`src/rtl/id_ex_stage.sv`:
```
// -----------------------------------------------------------------------------
// id_ex_stage
//   ID/EX pipeline register in front of the execute-stage ALU. Captures the
//   decoded instruction and its register-file operands, resolves MEM/WB
//   forwarding on the registered operands, detects load-use hazards (inserting
//   one bubble) and honours downstream stall and branch/jump flush.
//
// Ports
//   clk, rst_n          : clock (rising edge), asynchronous active-low reset
//   id_*                : decoded instruction and register-file reads from ID
//   ex_stall            : EX/MEM cannot advance; everything here holds
//   flush               : taken branch/jump in EX; kills the instruction in ID
//   mem_fwd_*/wb_fwd_*  : forwarding sources from MEM and WB
//   id_stall            : decode/fetch must hold (combinational)
//   ex_valid, ex_*      : registered instruction presented to EX
//   ex_aluIn1/2         : forwarded ALU operands (combinational from state)
// -----------------------------------------------------------------------------
`timescale 1ns/1ps
`ifndef WORD_SIZE
`define WORD_SIZE 32
`endif

module id_ex_stage #(
   parameter int WORD_SIZE  = `WORD_SIZE,
   parameter int REG_ADDR_W = 5
) (
   input  logic                  clk,
   input  logic                  rst_n,
   input  logic                  id_valid,
   input  logic [WORD_SIZE-1:0]  id_pc,
   input  logic [6:0]            id_opcode,
   input  logic [6:0]            id_funct7,
   input  logic [2:0]            id_funct3,
   input  logic [REG_ADDR_W-1:0] id_rs1,
   input  logic [REG_ADDR_W-1:0] id_rs2,
   input  logic [REG_ADDR_W-1:0] id_rd,
   input  logic [WORD_SIZE-1:0]  id_rs1_data,
   input  logic [WORD_SIZE-1:0]  id_rs2_data,
   input  logic [WORD_SIZE-1:0]  id_imm,
   input  logic                  ex_stall,
   input  logic                  flush,
   input  logic                  mem_fwd_valid,
   input  logic [REG_ADDR_W-1:0] mem_fwd_rd,
   input  logic [WORD_SIZE-1:0]  mem_fwd_data,
   input  logic                  wb_fwd_valid,
   input  logic [REG_ADDR_W-1:0] wb_fwd_rd,
   input  logic [WORD_SIZE-1:0]  wb_fwd_data,
   output logic                  id_stall,
   output logic                  ex_valid,
   output logic [WORD_SIZE-1:0]  ex_pc,
   output logic [WORD_SIZE-1:0]  ex_imm,
   output logic [6:0]            ex_opcode,
   output logic [6:0]            ex_funct7,
   output logic [2:0]            ex_funct3,
   output logic [REG_ADDR_W-1:0] ex_rd,
   output logic [WORD_SIZE-1:0]  ex_aluIn1,
   output logic [WORD_SIZE-1:0]  ex_aluIn2
);

   localparam logic [6:0] OPCODE_LOAD   = 7'b0000011;
   localparam logic [6:0] OPCODE_STORE  = 7'b0100011;
   localparam logic [6:0] OPCODE_BRANCH = 7'b1100011;
   localparam logic [6:0] OPCODE_JUMP   = 7'b1101111;
   localparam logic [6:0] OPCODE_AUIPC  = 7'b0010111;
   localparam logic [6:0] OPCODE_ALU    = 7'b0110011;

   logic                  r_valid;
   logic [WORD_SIZE-1:0]  r_pc;
   logic [WORD_SIZE-1:0]  r_imm;
   logic [6:0]            r_opcode;
   logic [6:0]            r_funct7;
   logic [2:0]            r_funct3;
   logic [REG_ADDR_W-1:0] r_rd;
   logic [REG_ADDR_W-1:0] r_rs1;
   logic [REG_ADDR_W-1:0] r_rs2;
   logic [WORD_SIZE-1:0]  r_rs1_data;
   logic [WORD_SIZE-1:0]  r_rs2_data;

   logic [WORD_SIZE-1:0]  w_alu_in1;
   logic [WORD_SIZE-1:0]  w_alu_in2;
   logic                  w_use_rs1;
   logic                  w_use_rs2;
   logic                  w_loaduse;

   function automatic logic uses_rs1(input logic [6:0] op);
      return (op != OPCODE_AUIPC) && (op != OPCODE_JUMP);
   endfunction

   function automatic logic uses_rs2(input logic [6:0] op);
      return (op == OPCODE_ALU) || (op == OPCODE_BRANCH) || (op == OPCODE_STORE);
   endfunction

   // MEM is younger than WB, so it wins; x0 is hard-wired and never forwarded.
   function automatic logic [WORD_SIZE-1:0] fwd_sel(
      input logic [REG_ADDR_W-1:0] rs,
      input logic [WORD_SIZE-1:0]  reg_data,
      input logic                  mem_v,
      input logic [REG_ADDR_W-1:0] mem_rd,
      input logic [WORD_SIZE-1:0]  mem_data,
      input logic                  wb_v,
      input logic [REG_ADDR_W-1:0] wb_rd,
      input logic [WORD_SIZE-1:0]  wb_data
   );
      if ((rs != '0) && mem_v && (mem_rd == rs)) return mem_data;
      if ((rs != '0) && wb_v && (wb_rd == rs))   return wb_data;
      return reg_data;
   endfunction

   always_comb begin
      w_alu_in1 = fwd_sel(r_rs1, r_rs1_data, mem_fwd_valid, mem_fwd_rd, mem_fwd_data,
                          wb_fwd_valid, wb_fwd_rd, wb_fwd_data);
      w_alu_in2 = fwd_sel(r_rs2, r_rs2_data, mem_fwd_valid, mem_fwd_rd, mem_fwd_data,
                          wb_fwd_valid, wb_fwd_rd, wb_fwd_data);
   end

   // Only source fields the ID opcode really reads may create a hazard, so an
   // AUIPC/JAL whose rs1 bit-field happens to alias the load's rd does not stall.
   assign w_use_rs1 = uses_rs1(id_opcode);
   assign w_use_rs2 = uses_rs2(id_opcode);
   assign w_loaduse = r_valid && (r_opcode == OPCODE_LOAD) && (r_rd != '0) && id_valid &&
                      ((w_use_rs1 && (id_rs1 == r_rd)) || (w_use_rs2 && (id_rs2 == r_rd)));

   // A flush kills the instruction in ID anyway, so a hazard against it is moot.
   assign id_stall = ex_stall | (w_loaduse & ~flush);

   always_ff @(posedge clk or negedge rst_n) begin
      if (!rst_n) begin
         r_valid    <= 1'b0;
         r_pc       <= '0;
         r_imm      <= '0;
         r_opcode   <= '0;
         r_funct7   <= '0;
         r_funct3   <= '0;
         r_rd       <= '0;
         r_rs1      <= '0;
         r_rs2      <= '0;
         r_rs1_data <= '0;
         r_rs2_data <= '0;
      end else if (ex_stall) begin
         // Fold forwarded values back into the operand registers: a WB write
         // that retires during the stall would otherwise be lost, since the
         // register-file read was taken before it happened.
         r_rs1_data <= w_alu_in1;
         r_rs2_data <= w_alu_in2;
      end else if (flush || w_loaduse) begin
         r_valid <= 1'b0;
      end else begin
         r_valid    <= id_valid;
         r_pc       <= id_pc;
         r_imm      <= id_imm;
         r_opcode   <= id_opcode;
         r_funct7   <= id_funct7;
         r_funct3   <= id_funct3;
         r_rd       <= id_rd;
         r_rs1      <= id_rs1;
         r_rs2      <= id_rs2;
         r_rs1_data <= id_rs1_data;
         r_rs2_data <= id_rs2_data;
      end
   end

   assign ex_valid  = r_valid;
   assign ex_pc     = r_pc;
   assign ex_imm    = r_imm;
   assign ex_opcode = r_opcode;
   assign ex_funct7 = r_funct7;
   assign ex_funct3 = r_funct3;
   assign ex_rd     = r_rd;
   assign ex_aluIn1 = w_alu_in1;
   assign ex_aluIn2 = w_alu_in2;

endmodule

```
`config.mk`:
```
export PLATFORM = sky130hd
export DESIGN_NAME = id_ex_stage
export DESIGN_NICKNAME = d
export VERILOG_FILES = /design/src/rtl/id_ex_stage.sv
export SDC_FILE = /design/constraint.sdc
export NUM_CORES = 1
export LEC_CHECK = 0
export BUFFER_PORTS_ARGS = -buffer_cell sky130_fd_sc_hd__buf_2
export CAP_MARGIN = 10
export CORE_MARGIN = 10
export CORE_UTILIZATION = 25
export CTS_CLUSTER_SIZE = 16
export DETAILED_ROUTE_END_ITERATION = 8
export SYNTH_ARGS = -nofsm -noshare
export SYNTH_HDL_FRONTEND = slang
export SYNTH_SLANG_ARGS = --single-unit
```
`constraint.sdc`:
```
create_clock -name clk -period 4.1 [get_ports clk]
set_input_delay 0.205 -clock clk [delete_from_list [all_inputs] [get_ports clk]]
set_output_delay 0.205 -clock clk [all_outputs]
set_load 0.05 [all_outputs]
```
---- Yosys cells after proc, flatten, opt, wreduce, memory -nomap -nowiden ----
Cells that the tools add are included.
cells by class
  muxes and demuxes ....................... 19
  bitwise logic cells ..................... 5
  eq/ne operators ......................... 13
  reduce and logical (&&, ||, !) cells .... 23
operator list
  kind                  count
  $mux W32              12
  $eq A5 B5 Y1          6
  $logic_and A1 B1 Y1   15
  $reduce_bool A5 Y1    3
  $eq A7 B6 Y1 const B  2
  $eq A7 B2 Y1 const B  1
  $eq A7 B7 Y1 const B  1
  $mux W1               7
  $ne A7 B5 Y1 const B  1
  $ne A7 B7 Y1 const B  1
  $logic_or A1 B1 Y1    4
  $not A1 Y1            3
  $ne A2 B2 Y1 const B  1
  $reduce_and A2 Y1     1
  $and A1 B1 Y1         1
  $or A1 B1 Y1          1
storage, ports and cells
  word-level logic and storage cells ...... 71
  register bits after elaboration ......... 161
  input bits .............................. 241
  output and inout port bits .............. 152

---- Logic depth before layout (Yosys ltp) ----
  depth after elaboration ................. 9
  mapped depth ............................ 8
  gate-level depth less buffers ........... 5

---- Worst setup path after synthesis ----
OpenSTA, ideal clock, no wires.
  path kind ............................... register to output
  from .................................... register r_rd[4] (netlist: ex_rd[4])
  to ...................................... output port id_stall
  path buffers ............................ 2
  arrival time ............................ 3374 ps
  cell stages (with the launch flop) ...... 7
  data required time ...................... 3895 ps
  slack ................................... 521 ps
  cells stage by stage .................... dfrtp_1 xor2_1 a2111oi_0 a22oi_1 buf_6 clkbuf_1 o41ai_1
on the way
  cells in the longest elaborated chain, start to end .. 6
  elaborated cells on any way between the ends .. 11
  classes of those cells .................. eq/ne (2); bitwise (2); reduce/logical (7)
ends and longest elaborated chain
  element                                                           line      source
  from (decl)                                                       73        logic [REG_ADDR_W-1:0] r_rd;
  from (signal assigned)                                            154       r_rd <= id_rd;
  $eq A5 B5 Y1 / $reduce_bool A5 Y1 (equally long branches)         121, 120
  $logic_and A1 B1 Y1 (on tied branches)                            121, 120
  $logic_or A1 B1 Y1 / $logic_and A1 B1 Y1 (equally long branches)  121, 120
  $logic_and A1 B1 Y1 (*)                                           120       assign w_loaduse = r_valid && (r_opcode == OPCODE_LOAD) && (r_rd != '0) && id_valid &&
  $and A1 B1 Y1 (*)                                                 124       assign id_stall = ex_stall | (w_loaduse & ~flush);
  $or A1 B1 Y1 (*)                                                  124
  to (decl)                                                         48        output logic id_stall,
Every way passes the cells marked *; elsewhere a longest branch is shown, timed or not.

---- Worst setup path in the final report ----
  from .................................... register r_rs1[1]
  to ...................................... output port ex_aluIn1[19]
on the way
  cells in the longest elaborated chain, start to end .. 7
  elaborated cells on any way between the ends .. 13
  classes of those cells .................. eq/ne (2); mux (6); reduce/logical (5)
ends and longest elaborated chain
  element                           line      source
  from (decl)                       74        logic [REG_ADDR_W-1:0] r_rs1;
  from (signal assigned)            155       r_rs1 <= id_rs1;
  $reduce_bool A5 Y1                104, 105
  $logic_and A1 B1 Y1 (2 in a row)  105       if ((rs != '0) && wb_v && (wb_rd == rs)) return wb_data;
  $mux W1 (2 in a row)              105
  $mux W32                          106       return reg_data;
  $mux W32 (*)                      105
  to (decl)                         56        output logic [WORD_SIZE-1:0] ex_aluIn1,
Every way passes the cells marked *; elsewhere a longest branch is shown, timed or not. The select of a mux whose other input is x is not followed.

==> impl_metrics.ini <==
[outcome]
outcome = complete, no violations

[routing]
drt_pass1_iterations = 7
vias = 9652
first_iter_violations = 861
finalWirelength_um = 43330
route.detailed.vias_per_inst = 5.126
wl_per_cell_um = 23.01
drcViolationCount = 0
antenna_left = 0

[cts]
cts-resized-gates = 0
cts_inserted_buffers = 17
clkSinkCount = 161
clock_transition_at_the_registers_of_the_reported_paths_ps = 70
htree_num_levels = 4
cts.repair_timing.setup_buffer_count = 0
clock_tree_from_tritoncts = yes
maximum_clock_path_buffer_count = 2
worstSkewPairLatency_ps = 450
cell_at_the_root_of_the_clock_tree = clkbuf_16

[yosys]
ys_types = 36
adder_cell_area_share_of_the_yosys_netlist_pct = 0
synth_area_um2 = 9514
synth_xor_area_share_pct = 2.762
synth_enable_flop_cells = 0
syn_inst = 937
compound_gate_portion_of_the_synthesized_area_pct = 21.58
seq_area_frac_synth_pct = 42.35
synth_area_per_cell_um2 = 10.15
syn_nets = 1178
combinational_family_with_the_most_area_after_synthesis = compound AO/OA/AOI/OAI gates
synth_ff_type = dfrtp_1
muxShareOfSynthArea_pct = 12.51
post_synth_and_or_nand_nor_area_fraction_pct = 10.59
synth_seq_cells = 161
synthesis.yosys.warnings = 0
synth-async-reset-ratio_pct = 100.0

[placement]
place_hpwl_um = 29330
gp_congestion = 0.7921
placement.io_buffers = 392
dpl_worst_slack_ps = 1080

[critical_path]
critical_path.endpoint_type = output port
worst-path-stages = 6
cpMaxStageDelayCell = nor4_1
setup.worst_path.start = r_rs1[1]$_DFFE_PN0P_
cp-endpoint = ex_aluIn1[19]
worstPathArrival_ps = 3250
startpoint_type = register
worst_path_largest_cell_delay_ps = 840
critPathMaxFanout = 32
path_delay_family = simple AND/OR/NAND/NOR gates
worstPathRequired_ps = 3890
reg2reg_slack_ps = 1170
critical_path_cell_list = nor4_1 > a211oi_4 > and2_2 > o31ai_1 > inv_1 > buf_2
critical_path.n_buffers_inverters = 2
worst_r2r_path_depth = 7
r2r_end = r_rs2_data[8]$_DFFE_PN0P_
critical_path_class = reg2out
r2r-start = ex_rd[4]$_DFFE_PN0P_

[timing]
final.setup.worst_slack_ps = 644.9
finalSetupViolCount = 0
fin_skew_ps = 11.19
rsz0062_at_grt = no
tightestPinTransition_ps = 941.8
final.period_utilization_pct = 84.27
fin_setup_tns_ps = 0
finalWorstPathRequiredPeriod_ps = 3455
max_freq_ghz = 0.2894
slew-limit-headroom_pct = 36.63
finalHoldViolations = 0
timing_max_transition_violations_final = 0

[floorplan]
starting_density_pct = 25.32
core_area_um2 = 37580
die_width_um = 215.1
design.die.area_um2 = 46260
io_pins = 393
dieHeight_um = 215.1
num_rows = 71

[run]
cap_violations = 0

[grt]
grt_start_max_net_pins = 98
overflow = 0
number_of_antenna_violations_at_the_first_check_in_global_routing = 11
number_of_global_route_vias_before_repair = 10340
grt_first_pass_wirelength_um = 65030
groute.usage.overall_pct = 18.10

[layout]
nFillCells = 3792
synthToLayoutAreaGrowth_pct = 40.58
layout_common_cells = buf_2, dfrtp_1, inv_1
layout.cells.most_common = buf_2
fin_nets = 1595
final_layout_size_suffix_gt1_share_pct = 40.89

[power_and_ir_drop]
total_chip_power_uw = 6147
power.static_leakage_uw = 0.006445
powerDensity_nw_per_um2 = 459.6
ir_worst_vdd_uv = 317.1

[worst_hold_path]
hp-class = in2reg
hold_path.startpoint = id_imm[20]
[timing repair]
item,4_1_cts,5_1_grt
endpoints found under the hold margin,160,0
setup endpoints to repair,0,0
hold buffers,86,0
[stage by stage]
stage | util [%] | instance area, um2 | instances | hold WS, ps
after detailed placement | 31.69 | 11910 | 1760 | 300.0
after global routing | 35.57 | 13370 | 1880 | 7.397
after CTS | 35.56 | 13360 | 1878 | 3.971
after floorplan | - | 9514 | 937 | -90.59
final | 35.59 | 13380 | 1883 | 27.15
after global placement | 31.69 | 11910 | 1760 | 307.6
[Yosys cell counts (3+ instances only)]
cell	n	area share (%)
mux2_2	67	7.9
nor4_1	5	0.33
o311ai_0	64	5.9
xor2_1	24	2.2
nand2_1	5	0.20
inv_1	132	5.2
mux2_4	29	4.6
buf_6	13	1.5
o221ai_2	3	0.47
o31ai_1	64	5.0
a21oi_1	65	3.4
and3_1	64	4.2
buf_2	6	0.32
nand3b_1	64	5.0
dfrtp_1	161	42
xnor2_1	6	0.55
o221ai_1	61	5.6
a211oi_1	4	0.32
clkbuf_1	79	3.1
[metal layers]
layer / track usage [%] / vias to the layer above / wire length [um]
met5: 0 / - / 79
met4: 5.938 / 10 / 916
met3: 5.997 / 70 / 3781
met2: 29.30 / 517 / 20320
met1: 22.25 / 4734 / 18230
li1: - / 4321 / -
[layout make-up]
class | count | area, um2 | area share, %
Tap cell | 511 | 639.4 | 4.780
Antenna cell | 5 | 12.51 | 0.09355
Multi-Input combinational cell | 545 | 4597 | 34.37
Clock inverter | 15 | 167.7 | 1.254
Timing Repair Buffer | 497 | 3009 | 22.50
Sequential cell | 161 | 4029 | 30.12
Clock buffer | 17 | 425.4 | 3.181
Inverter | 132 | 495.5 | 3.704
[cells by family after synthesis]
group                  count (synthesis)
AO/OA/AOI/OAI                        270
XOR/XNOR                              30
buffers and inverters                231
flip-flops                           161
multiplexers                          96
AND/OR/NAND/NOR                      149
[worst reg2reg max path, cell delays in order, from the launching register on]
cell	delay (ps)
dfrtp_1	450
xor2_1	180
a2111oi_0	480
a22oi_2	190
buf_4	290
o41a_2	530
buf_4	390
o221ai_1	340
[worst min path at each step]
stage,end,slack [ps],cells after the start
after global placement,ex_rd[0]$_DFFE_PN0P_,310,1
after CTS,ex_imm[20]$_DFFE_PN0P_,4,2
after global routing,ex_imm[20]$_DFFE_PN0P_,7,2
after detailed placement,ex_funct7[2]$_DFFE_PN0P_,300,1
after floorplan,ex_funct3[0]$_DFFE_PN0P_,-90,0
final,ex_imm[20]$_DFFE_PN0P_,30,2
[flip-flops by register name, summed over array words and instances (netlist names)]
signal / cells
ex_opcode: 7
r_rs1_data: 32
ex_valid: 1
r_rs1: 5
ex_imm: 32
ex_pc: 32
ex_funct7: 7
r_rs2: 5
r_rs2_data: 32
ex_rd: 5
ex_funct3: 3
[power by group]
part	internal, uW	switching [uW]
clock	823	848
combinational	719	1790
sequential	1830	136
(Power assumes the default switching activity.)
